### src/rtl/pll_bank_pkg.sv
// Shared types and helpers for the clock divider bank: FSM states, per-channel
// configuration record, start-value and request-validation functions.
package pll_bank_pkg;

  localparam int CNT_W = 8;

  typedef enum logic [1:0] {
    S_LOCK  = 2'd0,
    S_RUN   = 2'd1,
    S_APPLY = 2'd2
  } state_e;

  typedef struct packed {
    logic [CNT_W-1:0] divide;
    logic [CNT_W-1:0] high;
    logic [CNT_W-1:0] phase;
  } ch_cfg_t;

  // Counter value shown in the first run cycle; a phase of P delays the
  // rising edge by P input cycles.
  function automatic logic [CNT_W-1:0] start_value(input ch_cfg_t c);
    logic [CNT_W-1:0] v;
    if (c.phase == '0) begin
      v = '0;
    end else begin
      v = c.divide - c.phase;
    end
    return v;
  endfunction

  function automatic logic cfg_valid(input ch_cfg_t c, input logic ch_in_range);
    return ch_in_range
        && (c.divide >= CNT_W'(2))
        && (c.high >= CNT_W'(1))
        && (c.high < c.divide)
        && (c.phase < c.divide);
  endfunction

endpackage

### src/rtl/clk_div_channel.sv
// One integer divider channel: counts 0..DIVIDE-1 while running and drives a
// registered output that is high while the count is below HIGH.
module clk_div_channel
  import pll_bank_pkg::*;
(
  input  logic    clk,
  input  logic    rst,
  input  ch_cfg_t cfg,
  input  logic    hold,
  input  logic    run,
  output logic    clk_out
);

  logic [CNT_W-1:0] cnt_q, cnt_d, cur_cnt;
  logic             held_q, held_d;
  logic             out_q, out_d;

  always_comb begin
    cnt_d   = cnt_q;
    held_d  = held_q;
    out_d   = out_q;
    cur_cnt = cnt_q;
    // The first run edge after a hold starts from the current config, so a
    // config written during the hold is picked up even for a one-cycle lock.
    if (held_q) begin
      cur_cnt = start_value(cfg);
    end else begin
      cur_cnt = cnt_q;
    end
    if (hold) begin
      held_d = 1'b1;
      out_d  = 1'b0;
    end else if (run) begin
      held_d = 1'b0;
      out_d  = (cur_cnt < cfg.high);
      if (cur_cnt == (cfg.divide - CNT_W'(1))) begin
        cnt_d = '0;
      end else begin
        cnt_d = cur_cnt + CNT_W'(1);
      end
    end else begin
      cnt_d = cnt_q;
    end
  end

  always_ff @(posedge clk) begin
    if (rst) begin
      cnt_q  <= '0;
      held_q <= 1'b1;
      out_q  <= 1'b0;
    end else begin
      cnt_q  <= cnt_d;
      held_q <= held_d;
      out_q  <= out_d;
    end
  end

  assign clk_out = out_q;

endmodule

### src/rtl/clk_div_bank.sv
// Bank of NUM_CH programmable clock dividers sharing one input clock, with a
// lock sequencer and a valid/ready reconfiguration port.
module clk_div_bank #(
  parameter int  NUM_CH      = 6,
  parameter int  CNT_W       = 8,
  parameter int  LOCK_CYCLES = 16,
  parameter int  DEF_DIVIDE  = 4,
  parameter int  DEF_HIGH    = 2,
  localparam int CH_W        = (NUM_CH > 1) ? $clog2(NUM_CH) : 1
) (
  input  logic              CLKIN1,
  input  logic              RST,
  input  logic              PWRDWN,
  input  logic              CFG_VALID,
  output logic              CFG_READY,
  input  logic [CH_W-1:0]   CFG_CH,
  input  logic [CNT_W-1:0]  CFG_DIVIDE,
  input  logic [CNT_W-1:0]  CFG_HIGH,
  input  logic [CNT_W-1:0]  CFG_PHASE,
  output logic              CFG_ERR,
  output logic [NUM_CH-1:0] CLKOUT,
  output logic              LOCKED
);

  import pll_bank_pkg::*;

  localparam int             LCW       = (LOCK_CYCLES > 1) ? $clog2(LOCK_CYCLES) : 1;
  localparam logic [LCW-1:0] LOCK_LAST = LCW'(LOCK_CYCLES - 1);
  localparam ch_cfg_t        DEF_CFG   = '{divide: CNT_W'(DEF_DIVIDE),
                                           high:   CNT_W'(DEF_HIGH),
                                           phase:  '0};

  state_e          state_q, state_d;
  logic [LCW-1:0]  lock_cnt_q, lock_cnt_d;
  logic            locked_q, locked_d;
  logic            cfg_ready_q, cfg_ready_d;
  logic            cfg_err_q, cfg_err_d;
  logic [CH_W-1:0] apply_ch_q, apply_ch_d;
  ch_cfg_t         apply_cfg_q, apply_cfg_d;
  ch_cfg_t         cfg_q [NUM_CH];
  ch_cfg_t         cfg_d [NUM_CH];

  ch_cfg_t         req_cfg;
  logic            ch_in_range;
  logic            req_ok;
  logic            accept;
  logic            run_en;

  always_comb begin
    req_cfg     = '{divide: CFG_DIVIDE, high: CFG_HIGH, phase: CFG_PHASE};
    ch_in_range = (32'(CFG_CH) < 32'(NUM_CH));
    req_ok      = cfg_valid(req_cfg, ch_in_range);
    accept      = CFG_VALID & cfg_ready_q;

    state_d     = state_q;
    lock_cnt_d  = lock_cnt_q;
    cfg_err_d   = 1'b0;
    apply_ch_d  = apply_ch_q;
    apply_cfg_d = apply_cfg_q;
    cfg_d       = cfg_q;

    // Power-down overrides any handshake and drops a pending apply.
    if (PWRDWN) begin
      state_d    = S_LOCK;
      lock_cnt_d = '0;
    end else begin
      case (state_q)
        S_LOCK: begin
          if (lock_cnt_q == LOCK_LAST) begin
            state_d = S_RUN;
          end else begin
            lock_cnt_d = lock_cnt_q + LCW'(1);
          end
        end
        S_RUN: begin
          if (accept && req_ok) begin
            state_d     = S_APPLY;
            apply_ch_d  = CFG_CH;
            apply_cfg_d = req_cfg;
          end else if (accept) begin
            cfg_err_d = 1'b1;
          end else begin
            state_d = S_RUN;
          end
        end
        S_APPLY: begin
          for (int i = 0; i < NUM_CH; i++) begin
            if (CH_W'(i) == apply_ch_q) begin
              cfg_d[i] = apply_cfg_q;
            end else begin
              cfg_d[i] = cfg_q[i];
            end
          end
          state_d    = S_LOCK;
          lock_cnt_d = '0;
        end
        default: begin
          state_d    = S_LOCK;
          lock_cnt_d = '0;
        end
      endcase
    end

    run_en      = (state_d == S_RUN);
    locked_d    = run_en;
    cfg_ready_d = run_en;
  end

  always_ff @(posedge CLKIN1) begin
    if (RST) begin
      state_q     <= S_LOCK;
      lock_cnt_q  <= '0;
      locked_q    <= 1'b0;
      cfg_ready_q <= 1'b0;
      cfg_err_q   <= 1'b0;
      apply_ch_q  <= '0;
      apply_cfg_q <= DEF_CFG;
      for (int i = 0; i < NUM_CH; i++) begin
        cfg_q[i] <= DEF_CFG;
      end
    end else begin
      state_q     <= state_d;
      lock_cnt_q  <= lock_cnt_d;
      locked_q    <= locked_d;
      cfg_ready_q <= cfg_ready_d;
      cfg_err_q   <= cfg_err_d;
      apply_ch_q  <= apply_ch_d;
      apply_cfg_q <= apply_cfg_d;
      for (int i = 0; i < NUM_CH; i++) begin
        cfg_q[i] <= cfg_d[i];
      end
    end
  end

  for (genvar g = 0; g < NUM_CH; g++) begin : g_ch
    clk_div_channel u_ch (
      .clk     (CLKIN1),
      .rst     (RST),
      .cfg     (cfg_q[g]),
      .hold    (~run_en),
      .run     (run_en),
      .clk_out (CLKOUT[g])
    );
  end

  assign LOCKED    = locked_q;
  assign CFG_READY = cfg_ready_q;
  assign CFG_ERR   = cfg_err_q;

endmodule

### config.mk
export PLATFORM = sky130hd
export DESIGN_NAME = clk_div_bank
export DESIGN_NICKNAME = d
export VERILOG_FILES = /design/src/rtl/pll_bank_pkg.sv /design/src/rtl/clk_div_channel.sv /design/src/rtl/clk_div_bank.sv
export SDC_FILE = /design/constraint.sdc
export NUM_CORES = 1
export LEC_CHECK = 0
export ABC_AREA = 0
export BUFFER_PORTS_ARGS = -buffer_cell sky130_fd_sc_hd__buf_2
export CAP_MARGIN = 25
export CORE_UTILIZATION = 36
export CTS_BUF_LIST = sky130_fd_sc_hd__clkbuf_2
export DETAILED_ROUTE_END_ITERATION = 8
export PLACE_DENSITY_LB_ADDON = 0.1
export SLEW_MARGIN = 25
export SYNTH_ARGS = -nofsm -noshare
export SYNTH_HDL_FRONTEND = slang
export SYNTH_HIERARCHICAL = 1
export SYNTH_SLANG_ARGS = --single-unit
export TNS_END_PERCENT = 100
### constraint.sdc
create_clock -name CLKIN1 -period 2.9 [get_ports CLKIN1]
set_input_delay 0.58 -clock CLKIN1 [delete_from_list [all_inputs] [get_ports CLKIN1]]
set_output_delay 0.58 -clock CLKIN1 [all_outputs]
set_load 0.03 [all_outputs]
; ---- Word level (Yosys, flattened, before mapping)
; Cells that the tools add are included.
[totals]
in_bits = 31
out_inout_bits = 9
register_bits = 234
[op_classes]
reduce_logical = 24
eq_ne = 16
order_cmp = 11
n_mux = 27
n_bitwise = 4
addsub = 19
[op_table]
columns = op, count
row1 = 2-to-1 mux 8 bit, 18
row2 = < comparator 8 bit, 8
row3 = "adder 8 x 1 -> 8 bit, second input constant", 6
row4 = equality test 8 bit, 6
row5 = logical NOT 8 bit, 6
row6 = "subtractor 8 x 1 -> 8 bit, second input constant", 6
row7 = subtractor 8 bit, 6
row8 = AND reduction 3 bit, 7
row9 = "greater-or-equal comparator 8 x 1 -> 1 bit, second input constant", 1
row10 = "greater-or-equal comparator 8 x 2 -> 1 bit, second input constant", 1
row11 = 2-to-1 mux 2 bit, 4
row12 = case mux 4 bit (2 select lines), 1
row13 = "equality test 2 x 3 -> 1 bit, first input constant", 2
row14 = "equality test 3 bit, first input constant", 2
row15 = logical AND 1 bit, 5
row16 = "adder 4 x 1 -> 4 bit, second input constant", 1
row17 = "equality test 2 x 1 -> 1 bit, second input constant", 2
row18 = "equality test 4 bit, second input constant", 1
row19 = 2-to-1 mux 4 bit, 1
row20 = case mux 2 bit (2 select lines), 1
row21 = OR reduction 2 bit, 2
row22 = OR reduction 4 bit, 1
row23 = "equality test 1 x 3 -> 1 bit, first input constant", 1
row24 = logical NOT 3 bit, 1
row25 = other kinds (8), 11

; ---- Depth between registers and ports, before layout
; Gate-level depths: netlist of the first run.
[depth]
depth_word = 12
ltp_mapped = 14

; ---- Hierarchy
; The synthesis of the first run kept the hierarchy.
[by_module_without_submodules]
columns = module, cells_each, area_each_um2, n_inst, seq_area_each_um2
row1 = clk_div_bank, 837, 6939.2, 1, 3583.4
row2 = clk_div_channel at g_ch[1].u_ch ..., 163, 1365.1, 3, 200.2
row3 = clk_div_channel at g_ch[0].u_ch ..., 193, 1491.4, 2, 200.2
row4 = clk_div_channel at g_ch[2].u_ch, 193, 1541.5, 1, 200.2

; ---- Least setup slack after synthesis of the first run
; OpenSTA, ideal clock, no wires.
[synth_timing]
path_type = reg-to-reg
startpoint = reg cfg_q[112] (netlist name)
endpoint = reg g_ch[1].u_ch.cnt_q[0]
stages_incl_launch_ff = 13
arrival_time_ns = 2.777
period_less_slack_ns = 2.894
required_time_ns = 2.783
path_slack_ns = 0.006
setup_time_ns = 0.117
n_path_buf = 1
cell_sequence = dfxtp_1 inv_1 ha_1 inv_1 fa_1 a21o_1 a2111oi_0 xnor2_1 a22oi_1 xor2_1 or3_1 buf_6 a32o_1
[synth_via]
elab_chain_cells = 5
word_cells_on_any_way = 7
cone_classes = add/sub: 3 / eq/ne: 1 / mux: 3
[synth_lines]
columns = item, line_no
row1 = start: declaration, clk_div_bank.sv:40  ; ch_cfg_t cfg_q [NUM_CH];
row2 = start signal: indexed assignment, clk_div_bank.sv:130  ; cfg_q[i] <= cfg_d[i];
row3 = subtractor 8 bit, pll_bank_pkg.sv:26  ; v = c.divide - c.phase;
row4 = 2-to-1 mux 8 bit, pll_bank_pkg.sv:23  ; if (c.phase == '0) begin
row5 = 2-to-1 mux 8 bit, clk_div_channel.sv:25  ; if (held_q) begin
row6 = adder 8 x 1 -> 8 bit / equality test 8 bit (equally long branches), "clk_div_channel.sv:39, clk_div_channel.sv:36"
row7 = 2-to-1 mux 8 bit *, clk_div_channel.sv:36  ; if (cur_cnt == (cfg.divide - CNT_W'(1))) begin
row8 = end signal: assignment, clk_div_channel.sv:52  ; cnt_q <= cnt_d;
row9 = end: declaration, clk_div_channel.sv:14  ; logic [CNT_W-1:0] cnt_q, cnt_d, cur_cnt;
; Every way passes the cells marked *; elsewhere a longest branch is shown, timed or not.
; A chain may end at the register's enable or synchronous reset.

; ---- Worst setup path in the final report of the first run
[layout_timing]
startpoint = reg cfg_q[96] (netlist name)
endpoint = reg g_ch[1].u_ch.cnt_q[7]
[layout_via]
elab_chain_cells = 5
word_cells_on_any_way = 7
cone_classes = add/sub: 2 / eq/ne: 1 / mux: 3 / reduce/logical: 1
[layout_lines]
columns = item, line_no
row1 = subtractor 8 bit / logical NOT 8 bit (equally long branches), "pll_bank_pkg.sv:26, pll_bank_pkg.sv:23"
row2 = 2-to-1 mux 8 bit *, pll_bank_pkg.sv:23
row3 = 2-to-1 mux 8 bit *, clk_div_channel.sv:25
row4 = adder 8 x 1 -> 8 bit / equality test 8 bit (equally long branches), "clk_div_channel.sv:39, clk_div_channel.sv:36"
row5 = 2-to-1 mux 8 bit *, clk_div_channel.sv:36
; Marked as above.

==> reports/metrics.yaml, run 1 <==
outcome: "finished, final reports clean"
port_buffers: 39
num_vias: 14400
core_um2: 42320
worst-path-max-fanout: 7
netlist_instances: 1905
synth-edff-count: 0
period_needed_ns: 2.874
ys_warn_count: 6
drv_slew: 0
nets: 2356
gp_congestion: 0.8629
grt_overflow: 0
syn-cell-area_um2: 15560
timing.final.crit_share: 0.9911
drt_wl_total_um: 49570
hold_path_end: "apply_cfg_q[23]"
htreeDepth: 3
area.growth.synth_to_final_pct: 24.57
hp-class: "in2reg"
use_met3: 0.03576
worstReg2RegEnd: "g_ch[1].u_ch/cnt_q[7]"
worst_slack_ns: 0.02573
rows: 75
first_pass_iters: 5
die_w_um: 209.9
worstHoldStart: "CFG_DIVIDE[7]"
grt_pass1_wl_um: 77690
grt_max_degree: 83
wire_per_inst_um: 17.48
final_hold_viol_count: 0
postPlaceCellArea_um2: 17830
grt.total_usage: 0.2253
max-vdd-ir-drop_mv: 0.2345
hold_depth: 4
grt_setup_unrepaired: "yes"
syn_nets: 2053
vias_per_cell: 5.078
first_global_vias: 14450
yosysSeqAreaShare: 0.3075
reg2reg_from: "cfg_q[96]"
cp.required_ns: 3.66
tritoncts: "done"
worstSkewPairLatency_ns: 0.91
dieHeight_um: 209.9
cp-end-kind: "flop"
p_leak_nw: 7.991
avgSynthCellArea_um2: 8.167
clkTransAtPathRegs_ns: 0.10
die_area_um2: 44050
r2r_cells: 11
place_hpwl_um: 35570
arrival_ns: 3.63
async_flop_share: 0
startpoint_type: "flop"
grtUsageMet2: 0.3958
synth.distinct_cells: 87
powerDensity_nw_per_um2: 315.5
drive_above_1_share: 0.2547
fmax_mhz: 347.9
fillers: 4337
setup-violations-final: 0
drtAntennaViolNets: 0
ys_ff_latch: 239
clk_path_buf_depth: 3
synth_ff_type: "dfxtp_1"
pin_count: 40
final_cell_area_um2: 19380
first_iter_violations: 633
path_class: "reg2reg"
place_ws_ns: -0.2269
initial_core_util: 0.3676
grtUsageMet1: 0.2736
p_total_mw: 6.115
numCtsBuffers: 70
skew_ns: 0.06347
cap_violations: 0
tightestPinTransition_ns: 0.9267
crit_path_start: "cfg_q[96]"
busiest_layer: "met2"
worst_hold_slack_ns: 0.1501
max-slew-margin-rel: 0.3813
cts_root_buffer: "clkbuf_2"
drc_errors: 0
antenna_found_initial: 2
cts_sinks: 239
reg2reg_slack_ns: 0.03
## logic make-up (layout without fill, tap and decap cells)
| kind of cell | count (synthesis) | after routing | share of synthesized area |
|---|---|---|---|
| AND/OR/NAND/NOR | 739 | 739 | 0.2497 |
| AO/OA/AOI/OAI | 424 | 424 | 0.1888 |
| flip-flops | 239 | 239 | 0.3075 |
| buffers and inverters | 215 | 568 | 0.05774 |
| XOR/XNOR | 134 | 134 | 0.07543 |
| adder cells (fa/ha/maj) | 117 | 117 | 0.09698 |
| multiplexers | 37 | 37 | 0.02380 |
| other | 0 | 1 | 0 |
## worst max-delay path, cell delays in order, from the launching register on
cell	delay, ns
dfxtp_2	0.37
ha_4	0.14
inv_2	0.03
fa_2	0.33
a21o_1	0.23
a2111oi_4	0.36
buf_4	0.17
xnor2_2	0.10
a22oi_2	0.08
xor2_1	0.18
or3_4	0.44
a32o_1	0.28
## cells in the final DEF, fill, tap and decap left out, drive strengths merged, types with 7 or more instances in the layout
cell type    netlist  layout
or4               10      10
o21ai             61      61
o22ai              7       7
or3               10      10
a221oi             7       7
xnor2             67      67
nand2b            63      63
a211oi             8       8
nor2              54      54
nand4             13      13
clkinv             0      13
nor3              26      26
mux2i             37      37
nand3             25      25
a32o              24      24
a21o              28      28
a31oi              8       8
ha               111     111
a21oi            182     182
and2b              9       9
dlygate4sd3        0      27
buf               25     273
and3              20      20
clkbuf            44     105
nor2b             22      22
o31a               9       9
nor4              25      25
inv              146     149
nand3b            29      29
and2               8       8
dfxtp            239     239
xor2              67      67
o21a               7       7
a21boi             7       7
nor3b             11      11
nand2            394     394
a2111oi           12      12
## final cells by class
cell class                 instances  area (um2)  area share
clock buffer                     105       525.5     0.02711
antenna                            1       2.502   0.0001291
clock inverter                    17       91.34    0.004713
inverter                         146       548.0     0.02828
timing repair buffer             300        2286      0.1179
multi-input combinational       1451       10400      0.5368
tap                              577       721.9     0.03725
sequential                       239        4802      0.2478
## Yosys cell counts (10+ instances only)
master | number | area, um2
a32o_1 | 24 | 240.2
nor4_1 | 15 | 93.84
nand2_1 | 391 | 1468
nor3_1 | 20 | 100.1
nor2_1 | 51 | 191.4
nand2b_1 | 63 | 394.1
buf_2 | 18 | 90.09
nand3b_1 | 26 | 195.2
o21ai_0 | 28 | 140.1
xnor2_1 | 67 | 586.8
a2111oi_0 | 12 | 105.1
clkbuf_1 | 42 | 157.7
nor3b_1 | 11 | 82.58
xor2_1 | 67 | 586.8
nor2b_1 | 22 | 137.6
ha_1 | 111 | 1389
o21ai_1 | 23 | 115.1
a21o_1 | 22 | 165.2
a21oi_1 | 182 | 910.9
o21ai_2 | 10 | 87.58
and3_1 | 16 | 100.1
nand3_1 | 25 | 125.1
mux2i_1 | 37 | 370.4
inv_1 | 142 | 533.0
dfxtp_1 | 239 | 4785
## power by group
part	switching, mW	leakage (nW)	internal (mW)
clock	1.57	0.486	1.04
sequential	0.00118	1.93	3.28
combinational	0.121	5.57	0.101
## per-layer routing
layer / vias to the layer above / wire length [um]
met5: - / 0
met4: 0 / 1476
met3: 77 / 1862
met2: 247 / 24110
met1: 6821 / 22120
li1: 7255 / -
## worst max path at each step
stage	to
3_3_place_gp	g_ch[1].u_ch/cnt_q[0]
6_report	g_ch[1].u_ch/cnt_q[7]
5_1_grt	g_ch[1].u_ch/cnt_q[7]
2_1_floorplan	g_ch[1].u_ch/cnt_q[0]
4_1_cts	g_ch[1].u_ch/cnt_q[0]
3_5_place_dp	g_ch[1].u_ch/cnt_q[0]
## state kept, by name, indices dropped and copies added (netlist names)
name,count
apply_cfg_q,24
lock_cnt_q,4
CFG_READY,1
CFG_ERR,1
cfg_q,144
g_ch.u_ch/held_q,6
g_ch.u_ch/cnt_q,48
apply_ch_q,3
g_ch.u_ch/clk_out,6
state_q,2
## metrics by stage
step	TNS, ns	util	instances
3_3_place_gp	-3.108	0.4214	2672
5_1_grt	-0.6418	0.4579	2836
6_report	0	0.4579	2836
4_1_cts	0	0.4462	2827
2_1_floorplan	0	-	1905
3_5_place_dp	-3.177	0.4214	2672
## what timing repair did
item,in CTS,in global routing
pin swaps,12,53
hold buffers,27,0
endpoints found under the setup margin,28,53
hold endpoints to repair,27,0
gates cloned,0,0
buffers inserted,6,9
gates resized for setup,28,102
(Power assumes the default switching activity.)
==> inputs of run 2 (changes only) <==
CELL_PAD_IN_SITES_DETAIL_PLACEMENT = 1   (was unset)
CELL_PAD_IN_SITES_GLOBAL_PLACEMENT = 1   (was unset)
MAX_ROUTING_LAYER = met4   (was unset)
==> run 2 against run 1 <==
  * The run now ends with negative setup slack left
  * Non-clock buffer count increased by 28
  * Wire length increased by 9.2%
  * First-iteration DRC count decreased by 6.8%
  * Hold slack improved by 0.0075 ns
  * Clock power increased by 3%
  * Core utilization increased by 0.89 points
  * Die area unchanged
  * Setup slack got worse by 0.036 ns
  * Global-route usage increased by 2.6 points
  * Largest power group unchanged
  * Clock skew increased by 0.0068 ns
  * Flip-flop and latch count unchanged
==> reports/metrics.yaml, run 2 (synthesized netlist as in run 1, its figures left out) <==
final_core_util: 0.4668  # was 0.4579
postPlaceCellArea_um2: 17810  # was 17830 um2
grt_max_degree: 117  # was 83
initial_core_util: 0.3676  # unchanged
die_area_um2: 44050  # unchanged
nets: 2384  # was 2356
cp.required_ns: 3.79  # was 3.66 ns
place_inst: 2670  # was 2672
violations: "negative setup slack"
worstSkewPairLatency_ns: 1.01  # was 0.91 ns
powerDensity_nw_per_um2: 313.7  # was 315.5 nW/um2
clk_path_buf_depth: 3  # unchanged
grt_overflow: 0  # unchanged
max-slew-margin-rel: 0.3978  # was 0.3813
period_needed_ns: 2.911  # was 2.874 ns
drc_errors: 0  # unchanged
vias_per_cell: 5.207  # was 5.078
drive_above_1_share: 0.2762  # was 0.2547
clkTransAtPathRegs_ns: 0.11  # was 0.10 ns
grt_setup_unrepaired: "yes"  # unchanged
num_vias: 14890  # was 14400
hold_path_end: "state_q[1]"  # was apply_cfg_q[23]
layout.cells.non_filler: 2860  # was 2836
cts_sinks: 239  # unchanged
top_regs: "cfg_q: 144 flops, g_ch.u_ch/cnt_q: 48 flops, apply_cfg_q: 24 flops"  # unchanged
dieHeight_um: 209.9  # unchanged
worst_slack_ns: -0.01074  # was 0.02573 ns
r2r_cells: 16  # was 11
drt_wl_total_um: 54160  # was 49570 um
htreeDepth: 3  # unchanged
tritoncts: "done"  # unchanged
antenna_found_initial: 5  # was 2
first_global_vias: 15640  # was 14450
grt_pass1_wl_um: 83880  # was 77690 um
fmax_mhz: 343.6  # was 347.9 MHz
cts_root_buffer: "clkbuf_2"  # unchanged
arrival_ns: 3.80  # was 3.63 ns
startpoint_type: "flop"  # unchanged
p_total_mw: 6.198  # was 6.115 mW
drtAntennaViolNets: 0  # unchanged
timing.final.crit_share: 1.004  # was 0.9911
cp-end-kind: "flop"  # unchanged
die_w_um: 209.9  # unchanged
port_buffers: 39  # unchanged
p_leak_nw: 8.125  # was 7.991 nW
pin_count: 40  # unchanged
numCtsBuffers: 70  # unchanged
wire_per_inst_um: 18.94  # was 17.48 um
layout_commonest_cell: "nand2_1"  # unchanged
area.growth.synth_to_final_pct: 26.98  # was 24.57%
regMostFlops: "cfg_q"  # unchanged
first_pass_iters: 4  # was 5
final_cell_mix: "389 x nand2_1, 257 x buf_4, 215 x dfxtp_1, 170 x a21oi_1, 128 x inv_1"  # was 388 x nand2_1, 228 x buf_4, 225 x dfxtp_1, 173 x a21oi_1, 133 x inv_1
worst-path-max-fanout: 7  # unchanged
final_cell_area_um2: 19760  # was 19380 um2
hold_depth: 3  # was 4
gp_congestion: 0.8722  # was 0.8629
worstReg2RegEnd: "g_ch[3].u_ch/cnt_q[4]"  # was g_ch[1].u_ch/cnt_q[7]
largest_register_ff_count: 144  # unchanged
worstHoldStart: "PWRDWN"  # was CFG_DIVIDE[7]
reg2reg_slack_ns: -0.01  # was 0.03 ns
tightestPinTransition_ns: 0.9033  # was 0.9267 ns
skew_ns: 0.07029  # was 0.06347 ns
first_iter_violations: 590  # was 633
setup-violations-final: 4  # was 0
rows: 75  # unchanged
core_um2: 42320  # unchanged
max-vdd-ir-drop_mv: 0.2481  # was 0.2345 mV
outcome: "complete, but fails checks"  # was finished, final reports clean
cap_violations: 0  # unchanged
hp-class: "in2reg"  # unchanged
drv_slew: 0  # unchanged
grt.total_usage: 0.2510  # was 0.2253
setup_tns_ns: -0.02534  # was 0 ns
reg2reg_from: "cfg_q[64]"  # was cfg_q[96]
path_class: "reg2reg"  # unchanged
final_hold_viol_count: 0  # unchanged
place_hpwl_um: 38520  # was 35570 um
==> run 2: cell types whose count changed in the layout (fill, tap and decap cells not counted), sizes merged, moves of 2 or more <==
cell | previous run | this run
diode | 1 | 6
buf | 273 | 300
clkinvlp | 0 | 2
clkbuf | 105 | 93
bufinv | 1 | 3
inv | 149 | 147
==> run 2: final cells by class <==
type,instances,area (um2)
fill,5203,22570
sequential,239,4817
multi-input combinational,1451,10540
antenna,6,15.01
tap,577,721.9
timing repair buffer,328,2482
clock inverter,20,163.9
clock buffer,93,465.4
inverter,146,548.0
==> run 2: worst max path at each step <==
stage	startpoint	endpoint	cells past startpoint
after global placement	cfg_q[96]	g_ch[1].u_ch/cnt_q[0]	11
final	cfg_q[64]	g_ch[3].u_ch/cnt_q[4]	16
after floorplan	cfg_q[112]	g_ch[1].u_ch/cnt_q[0]	12
after global routing	cfg_q[64]	g_ch[3].u_ch/clk_out	14
after detailed placement	cfg_q[16]	g_ch[5].u_ch/clk_out	15
after CTS	cfg_q[112]	g_ch[1].u_ch/cnt_q[0]	12
==> run 2: layer usage <==
layer  up-vias  global-route usage  wire, um  share of wire
met3       107             0.03816      1576          0.029
met2       197              0.4227     26430           0.49
met4         0             0.09011      1529          0.028
met5         -                   -         0              0
met1      7289              0.3033     24620           0.45
li1       7299                   -         -              -
==> run 2: through the flow <==
stage	hold WS, ns	worst slack [ns]
final	0.1575	-0.01074
after CTS	0.05515	-0.00004574
after global placement	0.4373	-0.1707
after global routing	0.09072	-0.1655
after detailed placement	0.4417	-0.2525
after floorplan	0.4256	0.005593
==> run 2: report_power, final <==
part | switching [mW] | internal (mW) | total (mW)
clock | 1.56 | 1.13 | 2.69
sequential | 0.00114 | 3.28 | 3.28
combinational | 0.125 | 0.101 | 0.226
total | 1.69 | 4.51 | 6.20
==> run 2: worst max-delay path, stage by stage, from the launching register on <==
cell	delay, ns
dfxtp_2	0.36
inv_2	0.05
ha_4	0.16
buf_4	0.13
nand3b_1	0.23
a21boi_4	0.22
mux2i_2	0.27
nand2_1	0.13
buf_4	0.16
buf_4	0.12
buf_4	0.12
buf_4	0.12
buf_4	0.12
o211ai_1	0.18
nand4_2	0.18
nand3b_4	0.20
o21ai_1	0.07
==> run 2: what timing repair did <==
action,CTS,global route
pin swaps,17,71
hold buffers,28,0
hold endpoints to repair,28,0
setup endpoints to repair,41,53
resized for setup,47,121
buffers inserted,18,26
==> inputs of run 3 (changes only) <==
CELL_PAD_IN_SITES_DETAIL_PLACEMENT = unset   (was 1)
CELL_PAD_IN_SITES_GLOBAL_PLACEMENT = unset   (was 1)
==> run 3 against run 2 <==
  * The run now ends clean
  * Clock power down 3%
  * Sequential share of layout area up 0.39 points
  * Critical path depth decreased by 5
  * Highest routed layer unchanged
==> reports/metrics.yaml, run 3 (synthesized netlist as in run 1, its figures left out) <==
drt_wl_total_um: 49560  # was 54160 um
top_regs: "cfg_q: 144 flops, g_ch.u_ch/cnt_q: 48 flops, apply_cfg_q: 24 flops"  # unchanged
outcome: "finished, final reports clean"  # was complete, but fails checks
drtAntennaViolNets: 0  # unchanged
tritoncts: "done"  # unchanged
drv_slew: 0  # unchanged
tightestPinTransition_ns: 0.9285  # was 0.9033 ns
pin_count: 40  # unchanged
reg2reg_from: "cfg_q[96]"  # was cfg_q[64]
final_cell_mix: "388 x nand2_1, 228 x buf_4, 225 x dfxtp_1, 173 x a21oi_1, 133 x inv_1"  # was 389 x nand2_1, 257 x buf_4, 215 x dfxtp_1, 170 x a21oi_1, 128 x inv_1
setup-violations-final: 0  # was 4
final_core_util: 0.4579  # was 0.4668
timing.final.crit_share: 0.9928  # was 1.004
final_cell_area_um2: 19380  # was 19760 um2
final_hold_viol_count: 0  # unchanged
fmax_mhz: 347.3  # was 343.6 MHz
first_iter_violations: 603  # was 590
initial_core_util: 0.3676  # unchanged
drc_errors: 0  # unchanged
wire_per_inst_um: 17.47  # was 18.94 um
layout_commonest_cell: "nand2_1"  # unchanged
p_leak_nw: 7.991  # was 8.125 nW
powerDensity_nw_per_um2: 315.9  # was 313.7 nW/um2
cap_violations: 0  # unchanged
drive_above_1_share: 0.2547  # was 0.2762
max-slew-margin-rel: 0.3802  # was 0.3978
grt_overflow: 0  # unchanged
place_hpwl_um: 35570  # was 38520 um
port_buffers: 39  # unchanged
first_global_vias: 14440  # was 15640
regMostFlops: "cfg_q"  # unchanged
cts_sinks: 239  # unchanged
rows: 75  # unchanged
area.growth.synth_to_final_pct: 24.57  # was 26.98%
grt_pass1_wl_um: 77730  # was 83880 um
hp-class: "in2reg"  # unchanged
cp.required_ns: 3.67  # was 3.79 ns
path_class: "reg2reg"  # unchanged
startpoint_type: "flop"  # unchanged
crit_path_start: "cfg_q[96]"  # was cfg_q[64]
period_needed_ns: 2.879  # was 2.911 ns
num_vias: 14420  # was 14890
die_area_um2: 44050  # unchanged
grt_setup_unrepaired: "yes"  # unchanged
dieHeight_um: 209.9  # unchanged
p_total_mw: 6.122  # was 6.198 mW
core_um2: 42320  # unchanged
vias_per_cell: 5.083  # was 5.207
worstSkewPairLatency_ns: 0.92  # was 1.01 ns
postPlaceCellArea_um2: 17830  # was 17810 um2
cp-end-kind: "flop"  # unchanged
max-vdd-ir-drop_mv: 0.2363  # was 0.2481 mV
largest_register_ff_count: 144  # unchanged
gp_congestion: 0.8768  # was 0.8722
skew_ns: 0.07511  # was 0.07029 ns
grt_max_degree: 83  # was 117
numCtsBuffers: 70  # unchanged
htreeDepth: 3  # unchanged
die_w_um: 209.9  # unchanged
clk_path_buf_depth: 3  # unchanged
worst_hold_slack_ns: 0.1357  # was 0.1575 ns
antenna_found_initial: 2  # was 5
arrival_ns: 3.64  # was 3.80 ns
worstHoldStart: "CFG_DIVIDE[7]"  # was PWRDWN
grt.total_usage: 0.2321  # was 0.2510
clkTransAtPathRegs_ns: 0.10  # was 0.11 ns
cts_root_buffer: "clkbuf_2"  # unchanged
place_ws_ns: -0.2269  # was -0.2525 ns
worst_slack_ns: 0.02085  # was -0.01074 ns
worst-path-max-fanout: 7  # unchanged
fillers: 4337  # was 5203
first_pass_iters: 5  # was 4
nets: 2356  # was 2384
==> run 3: per-layer routing <==
metal,vias to the layer above,wire length [um],GRT usage
li1,7257,-,-
met1,6823,22070,0.2739
met2,251,24100,0.3959
met3,84,1908,0.03561
met4,0,1487,0.08960
met5,-,0,-
==> run 3: cell type report <==
type | count | area [um2] | share of cell area
clock buffers | 105 | 525.5 | 0.02711
well taps | 577 | 721.9 | 0.03725
diodes | 1 | 2.502 | 0.0001291
inverters | 146 | 548.0 | 0.02828
repair buffers | 300 | 2286 | 0.1179
multi-input cells | 1451 | 10400 | 0.5368
clock inverters | 17 | 91.34 | 0.004713
flip-flops and latches | 239 | 4802 | 0.2478
==> run 3: worst paths after layout <==
path,to,slack [ns],cells past startpoint
setup reg to reg,g_ch[1].u_ch/cnt_q[7],0.02,11
setup / recovery,g_ch[1].u_ch/cnt_q[7],0.02,11
hold / removal,apply_cfg_q[23],0.14,4
hold reg to reg,g_ch[3].u_ch/cnt_q[0],0.46,2
==> run 3: through the flow <==
stage	setup TNS, ns	cells
floorplan	0	1905
detailed placement	-3.177	2672
global placement	-3.108	2672
CTS	0	2827
global route	-0.6418	2836
finish	0	2836
==> run 3: where the power goes <==
group          internal, mW  switching (mW)
Clock                  1.04            1.58
Sequential             3.28         0.00118
Combinational         0.101           0.121
==> run 3: critical path, stage by stage (launching register included) <==
cell and delay [ns]:
dfxtp_2 0.37, ha_4 0.14, inv_2 0.03, fa_2 0.33, a21o_1 0.24, a2111oi_4 0.36
buf_4 0.17, xnor2_2 0.10, a22oi_2 0.08, xor2_1 0.18, or3_4 0.44, a32o_1 0.28
==> run 3: what timing repair did <==
| action | 4_1_cts | 5_1_grt |
|---|---|---|
| endpoints found under the hold margin | 27 | 0 |
| setup endpoints to repair | 28 | 53 |
| buffers inserted | 6 | 9 |
| hold buffers | 27 | 0 |
| pin swaps | 12 | 53 |
| gates resized for setup | 28 | 102 |
